<file path="src/rtl/param_seq_det.sv">
// rtl/param_seq_det.sv - parametrised serial pattern detector with one-cycle grant pulse
//
// Samples req whenever en is high and compares the last SEQ_LEN sampled bits
// (oldest bit in the MSB) against a runtime-loadable pattern. A match raises
// gnt for one cycle, registered, and bumps a saturating match counter.
// Optional build macro: SEQ_DET_MASK_EN adds a per-bit don't-care mask.
//
// Ports:
//   clk       in   rising-edge clock
//   rst       in   asynchronous active-low reset
//   en        in   sample strobe; req is consumed only when en is high
//   req       in   serial request bit
//   overlap   in   1 = overlapping detection, 0 = restart fill after a match
//   cfg_load  in   load cfg_seq (and cfg_mask) as the new pattern, flush history
//   cfg_seq   in   new pattern, MSB = oldest bit
//   cfg_mask  in   (SEQ_DET_MASK_EN only) 1 = pattern bit is don't-care
//   cnt_clr   in   synchronous clear of match_cnt, wins over a same-cycle match
//   gnt       out  one-cycle match pulse, visible the cycle after the sample
//   match_cnt out  saturating match count
//   armed     out  detector holds SEQ_LEN-1 valid history bits

module param_seq_det #(
  parameter int                 SEQ_LEN = 3,
  parameter int                 CNT_W   = 8,
  parameter logic [SEQ_LEN-1:0] RST_SEQ = SEQ_LEN'(3'b110)
) (
  input  logic               clk,
  input  logic               rst,
  input  logic               en,
  input  logic               req,
  input  logic               overlap,
  input  logic               cfg_load,
  input  logic [SEQ_LEN-1:0] cfg_seq,
`ifdef SEQ_DET_MASK_EN
  input  logic [SEQ_LEN-1:0] cfg_mask,
`endif
  input  logic               cnt_clr,
  output logic               gnt,
  output logic [CNT_W-1:0]   match_cnt,
  output logic               armed
);

  localparam int                FILL_W    = $clog2(SEQ_LEN);
  localparam logic [FILL_W-1:0] FILL_TOP  = FILL_W'(SEQ_LEN - 1);
  // fill value seen on the sample that completes the history
  localparam logic [FILL_W-1:0] FILL_LAST = FILL_W'(SEQ_LEN - 2);

  typedef enum logic {
    S_FILL  = 1'b0,
    S_ARMED = 1'b1
  } state_t;

  state_t               state_q, state_d;
  logic [SEQ_LEN-1:0]   pattern_q, pattern_d;
  logic [SEQ_LEN-2:0]   hist_q, hist_d;
  logic [FILL_W-1:0]    fill_q, fill_d;
  logic                 gnt_q, gnt_d;
  logic [CNT_W-1:0]     cnt_q, cnt_d;
  logic [SEQ_LEN-1:0]   cand;
  logic                 hit;
  logic                 match;

  // candidate word: stored history with the current req appended as newest bit
  assign cand = {hist_q, req};

`ifdef SEQ_DET_MASK_EN
  logic [SEQ_LEN-1:0] mask_q, mask_d;
  assign hit = ((cand ^ pattern_q) & ~mask_q) == '0;
`else
  assign hit = (cand == pattern_q);
`endif

  always_ff @(posedge clk or negedge rst) begin
    if (!rst) begin
      state_q   <= S_FILL;
      pattern_q <= RST_SEQ;
      hist_q    <= '0;
      fill_q    <= '0;
      gnt_q     <= 1'b0;
      cnt_q     <= '0;
`ifdef SEQ_DET_MASK_EN
      mask_q    <= '0;
`endif
    end else begin
      state_q   <= state_d;
      pattern_q <= pattern_d;
      hist_q    <= hist_d;
      fill_q    <= fill_d;
      gnt_q     <= gnt_d;
      cnt_q     <= cnt_d;
`ifdef SEQ_DET_MASK_EN
      mask_q    <= mask_d;
`endif
    end
  end

  always_comb begin
    state_d   = state_q;
    pattern_d = pattern_q;
    hist_d    = hist_q;
    fill_d    = fill_q;
    match     = 1'b0;
`ifdef SEQ_DET_MASK_EN
    mask_d    = mask_q;
`endif

    if (cfg_load) begin
      // reload drops the same-cycle sample entirely; nothing is compared
      pattern_d = cfg_seq;
`ifdef SEQ_DET_MASK_EN
      mask_d    = cfg_mask;
`endif
      hist_d    = '0;
      fill_d    = '0;
      state_d   = S_FILL;
    end else if (en) begin
      hist_d = cand[SEQ_LEN-2:0];
      unique case (state_q)
        S_FILL: begin
          if (fill_q == FILL_LAST) begin
            fill_d  = FILL_TOP;
            state_d = S_ARMED;
          end else begin
            fill_d = fill_q + FILL_W'(1);
          end
        end
        S_ARMED: begin
          if (hit) begin
            match = 1'b1;
            // non-overlapping: stale history stays but is ignored until refilled
            if (!overlap) begin
              fill_d  = '0;
              state_d = S_FILL;
            end
          end
        end
        default: state_d = S_FILL;
      endcase
    end

    gnt_d = match;

    cnt_d = cnt_q;
    if (cnt_clr) begin
      cnt_d = '0;
    end else if (match && (cnt_q != '1)) begin
      cnt_d = cnt_q + CNT_W'(1);
    end
  end

  assign gnt       = gnt_q;
  assign match_cnt = cnt_q;
  assign armed     = (state_q == S_ARMED);

endmodule
</file>
<file path="config.mk">
export PLATFORM = sky130hd
export DESIGN_NAME = param_seq_det
export DESIGN_NICKNAME = d
export VERILOG_FILES = /design/src/rtl/param_seq_det.sv
export SDC_FILE = /design/constraint.sdc
export NUM_CORES = 1
export LEC_CHECK = 0
export ABC_CLOCK_PERIOD_IN_PS = 4500
export CAP_MARGIN = 20
export CORE_MARGIN = 4
export CORE_UTILIZATION = 52
export CTS_CLUSTER_SIZE = 30
export DETAILED_ROUTE_END_ITERATION = 10
export GPL_TIMING_DRIVEN = 0
export PLACE_DENSITY_LB_ADDON = 0.15
export SLEW_MARGIN = 40
export SYNTH_ARGS = -nofsm -noshare
export SYNTH_HDL_FRONTEND = slang
export SYNTH_SLANG_ARGS = --single-unit
</file>
<file path="constraint.sdc">
create_clock -name clk -period 4.5 [get_ports clk]
set_input_delay 0.675 -clock clk [delete_from_list [all_inputs] [get_ports clk]]
set_output_delay 0.675 -clock clk [all_outputs]
set_load 0.02 [all_outputs]
</file>
; Word-level counts from Yosys, hierarchy flattened
; Index checks and enable logic that the tools add are counted.
[word_totals]
regBits = 17
in_bits = 10
output_inout_bits = 10
word_cells = 38
[classes]
bitwise_logic = 1
addsub = 2
mux = 20
eq_ne = 5
reduce_logical = 4
[ops]
columns = op, count
row1 = $mux W8, 2
row2 = $mux W2, 7
row3 = $mux W1, 9
row4 = $add A8 B1 Y8 const B, 1
row5 = $ne A8 B8 Y1 const B, 1
row6 = $pmux W2 S2, 1
row7 = $reduce_bool A2 Y1, 2
row8 = $eq A3 B3 Y1, 1
row9 = $ne A3 B2 Y1 const B, 1
row10 = $ne A3 B3 Y1 const B, 1
row11 = $reduce_and A3 Y1, 1
row12 = $add A2 B1 Y2 const B, 1
row13 = $eq A2 B1 Y1 const B, 1
row14 = $pmux W1 S2, 1
row15 = $logic_and A1 B1 Y1, 1
row16 = $not A1 Y1, 1

; Depth between registers and ports, before layout
[logic_depth]
ltp_word = 8
ltp_mapped = 6
mapped_depth_nobuf = 5

; Least setup slack after synthesis
; No wires, ideal clock.
[synth_path]
path_type = input -> register
start = input cfg_load
end = register cnt_q[2], in the netlist match_cnt[2]
slack_ps = 2601
path_buffers = 2
required_time_ps = 4375
cell_stages = 6
setup_time_ps = 125
t_arrival_ps = 1774
cell_sequence = buf_6 > and3b_1 > nand4_2 > buf_4 > nor3b_2 > mux2_2
[synth_via]
elab_chain_len = 3
[synth_rtl]
columns = element, line_no
row1 = "start, declared", 32  ; input logic cfg_load,
row2 = $mux W1, 107  ; if (cfg_load) begin
row3 = $logic_and A1 B1 Y1, 146  ; end else if (match && (cnt_q != '1)) begin
row4 = $reduce_bool A2 Y1 (no source line), --
row5 = "end signal, assigned", 90  ; cnt_q <= cnt_d;
row6 = "end, declared", 58  ; logic [CNT_W-1:0] cnt_q, cnt_d;
; Every way passes these cells.
; A chain may end at the register's enable or synchronous reset.

; Final worst setup path
[layout_path]
start = register cnt_q[3], in the netlist match_cnt[3]
end = output match_cnt[3]
[layout_lines]
columns = element, line_no
row1 = "end, declared", 39  ; output logic [CNT_W-1:0] match_cnt,
; No word-level cell between the ends.

==> metrics.md <==
| Metric | Value |
|---|---|
| DIE AREA | `2523 µm²` |
| Post-Synth Adder-Cell Area | `2.699%` |
| Syn_area_per_cell | `10.78 µm²` |
| Combinational power share | `14.2%` |
| Per-cell routed wire length | `14.54 µm` |
| PortBufs | `16` |
| Worst reg2reg endpoint | `match_cnt[5]` |
| Fin crit share | `46.52%` |
| Post-CTS sizing | `0` |
| Seq/Total Area, Yosys | `46.15%` |
| Leak | `0.4682 nW` |
| P_sw | `78.62 µW` |
| Fmax | `477.6 MHz` |
| RSZ-0062 raised after global routing | `no` |
| Critical path required time | `3.83 ns` |
| Fin crit period | `2.094 ns` |
| FP Rows | `14` |
| # IOs | `20` |
| Slowest stage delay, CP | `0.65 ns` |
| Post-synthesis instance area | `927.1 µm²` |
| Layout cell share with drive strength beyond 1 | `18.87%` |
| Worst Tran Pin Value | `0.4159 ns` |
| Cell Chain, Critical Path | `clkdlybuf4s50_1` |
| Pwr/cell area | `258.0 nW/µm²` |
| Synthesized net count | `98` |
| Die H | `50.23 µm` |
| Cell family with most CP delay | `buffers and inverters` |
| Final hold violations | `0` |
| CP endpoint kind | `output port` |
| Htree depth | `1` |
| Initial Utilization | `58.16%` |
| GRT Util Overall | `16.37%` |
| TritonCTS clock tree | `built` |
| Seq cells post-synth | `17` |
| Simple-gate share of the synthesized area | `19.30%` |
| XOR/XNOR share of the synthesized area | `5.263%` |
| CP Class | `register to output port` |
| Residual DRC | `0` |
| First-pass GRT wire length | `3.153 mm` |
| Worst-path fanout max | `7` |
| Ant. Diodes | `0` |
| Yosys top cell by area | `dfrtp_1` |
| Final Util | `71.51%` |
| Slew HR | `72.27%` |
| Area share of the largest cell type after synthesis | `40.49%` |
| Slowest-stage cell, CP | `clkdlybuf4s50_1` |
| Switching share of power | `26.74%` |
| Mean number of vias per cell | `5.577` |
| Hold WC Path Type | `primary input to async pin` |
| Buf+Inv Stages, Crit Path | `1` |
| Post-Syn Instances | `86` |
| Placer Congestion | `0.7456` |
| Synth Area in Compound Gates | `12.55%` |
| # nets final | `119` |
| Worst endpoint data arrival time | `1.42 ns` |
| Largest net degree at the start of global routing | `18` |
| Area Overhead vs Synth | `22.94%` |
| Ys Warns | `0` |
| Iter 0 DRT Violations | `27` |
| Most frequent cells in the layout | `15 x dfrtp_1, 15 x clkdlybuf4s50_1, 9 x a21oi_1` |
| Post-DRT Antenna Nets | `0` |
| Hold-fix buffers, CTS | `0` |
| Detailed-route via count | `725` |
| Clock buffers created by TritonCTS | `3` |
| CTS Buffer Depth | `2` |
| Root buffer cell | `clkbuf_4` |
| Proportion of synthesized area in mux cells | `8.232%` |
| Die X | `50.23 µm` |
| Final setup viols | `0` |
| Total gr overflow | `0` |
| DP HPWL | `1.380 mm` |
| CP startpoint kind | `register` |
| Post-CTS Setup Bufs | `0` |
| Sequential power share | `56.7%` |
| Int Power | `215.4 µW` |
| Vias in the first global route | `702` |
| Max VDD drop | `193.7 µV` |
| Drt pass-1 iters | `4` |
| Reg-to-Reg Start | `match_cnt[0]` |
| Later-pin clock latency in the skew report | `0.30 ns` |
| Max_cap viols | `0` |
| Final Max Tran Viols | `0` |
| Final wirelength | `1.890 mm` |
| Post-synth cell types | `32` |
| Main area contributors after synthesis | `dfrtp_1 40%, dfstp_2 5.7%, xnor2_2 5.3%, a21oi_1 4.9%, mux2_2 4.9%` |
| Largest family of logic cells by synthesized area | `simple AND/OR/NAND/NOR gates` |
| Reg2Reg Setup Slack | `2.74 ns` |
| Clock network power share | `29.2%` |
| Final Skew | `0.002304 ns` |
| Clk sinks | `17` |
| Clock slew at reported path FFs | `0.11 ns` |
| Core box area | `1594 µm²` |
| R2R depth | `6` |
| Initial antenna violation count | `0` |
| Status | `completed` |
| Setup_tns | `0 ns` |
==> kinds of logic after synthesis <==
group / Yosys count
simple gates: 29
compound gates: 19
flops: 17
buf+inv: 9
mux: 7
xor+xnor: 3
fa+ha+maj: 2
==> how the worst max path moves through the flow <==
| stage | start | to | slack (ns) | depth (start not counted) |
|---|---|---|---|---|
| 2_1_floorplan | cfg_load | match_cnt[2] | 2.60 | 6 |
| 3_3_place_gp | req | match_cnt[2] | 2.13 | 6 |
| 3_5_place_dp | req | match_cnt[2] | 2.08 | 6 |
| 4_1_cts | match_cnt[3] | match_cnt[3] | 2.40 | 1 |
| 5_1_grt | req | match_cnt[7] | 2.29 | 6 |
| 6_report | match_cnt[3] | match_cnt[3] | 2.41 | 1 |
==> synth_stat cells (all sizes together) <==
master	count
dfrtp	15
a21oi	9
nor2	6
buf	5
mux2	5
nand3	5
inv	4
or4	4
o21ai	3
o31ai	3
xnor2	3
dfstp	2
ha	2
mux2i	2
nand2	2
nand4	2
nor2b	2
o41ai	2
or3	2
a211oi	1
a221oi	1
and2	1
and3b	1
nand3b	1
nor3b	1
nor4	1
or3b	1
==> power by group through the flow <==
stage	combinational, mW	sequential, mW	clock (mW)
finish	0.0417	0.167	0.0857
global route	0.0464	0.168	0.0956
CTS	0.0430	0.167	0.0882
detailed placement	0.0429	0.170	0
global placement	0.0410	0.169	0
floorplan	0.0268	0.169	0
==> metal layers <==
metal	wire length [µm]	vias up	track usage [%]	share of wire [%]
met4	15	0	7.834	0.79
met2	931	22	26.09	49
met3	98	2	3.846	5.2
met1	844	346	20.90	45
met5	0	-	0	0
li1	-	355	-	-
==> per-stage QoR <==
step           hold slack [ns]  total power, mW  cells  instance area (µm²)  worst slack, ns
3_5_place_dp            0.5444           0.2125    126                 1117            2.084
3_3_place_gp            0.5379           0.2102    126                 1117            2.131
5_1_grt                 0.2940           0.3096    130                 1140            2.290
2_1_floorplan           0.3794           0.1961     86                927.1            2.601
6_report                0.2780           0.2940    130                 1140            2.406
4_1_cts                 0.5476           0.2978    130                 1145            2.403
==> state kept, by name, summed over array words and instances (netlist names) <==
signal	flops
armed	1
fill_q	2
gnt	1
hist_q	2
match_cnt	8
pattern_q	3
==> area by class of cell <==
class	instances	area, µm²
buffer	5	38.79
timing repair buffer	16	155.1
multi-input combinational	60	445.4
inverter	4	15.01
sequential	17	427.9
tap	24	30.03
clock buffer	3	22.52
fill	114	454.2
clock inverter	1	5.005
Note: power is estimated with default switching activity, not from simulation.
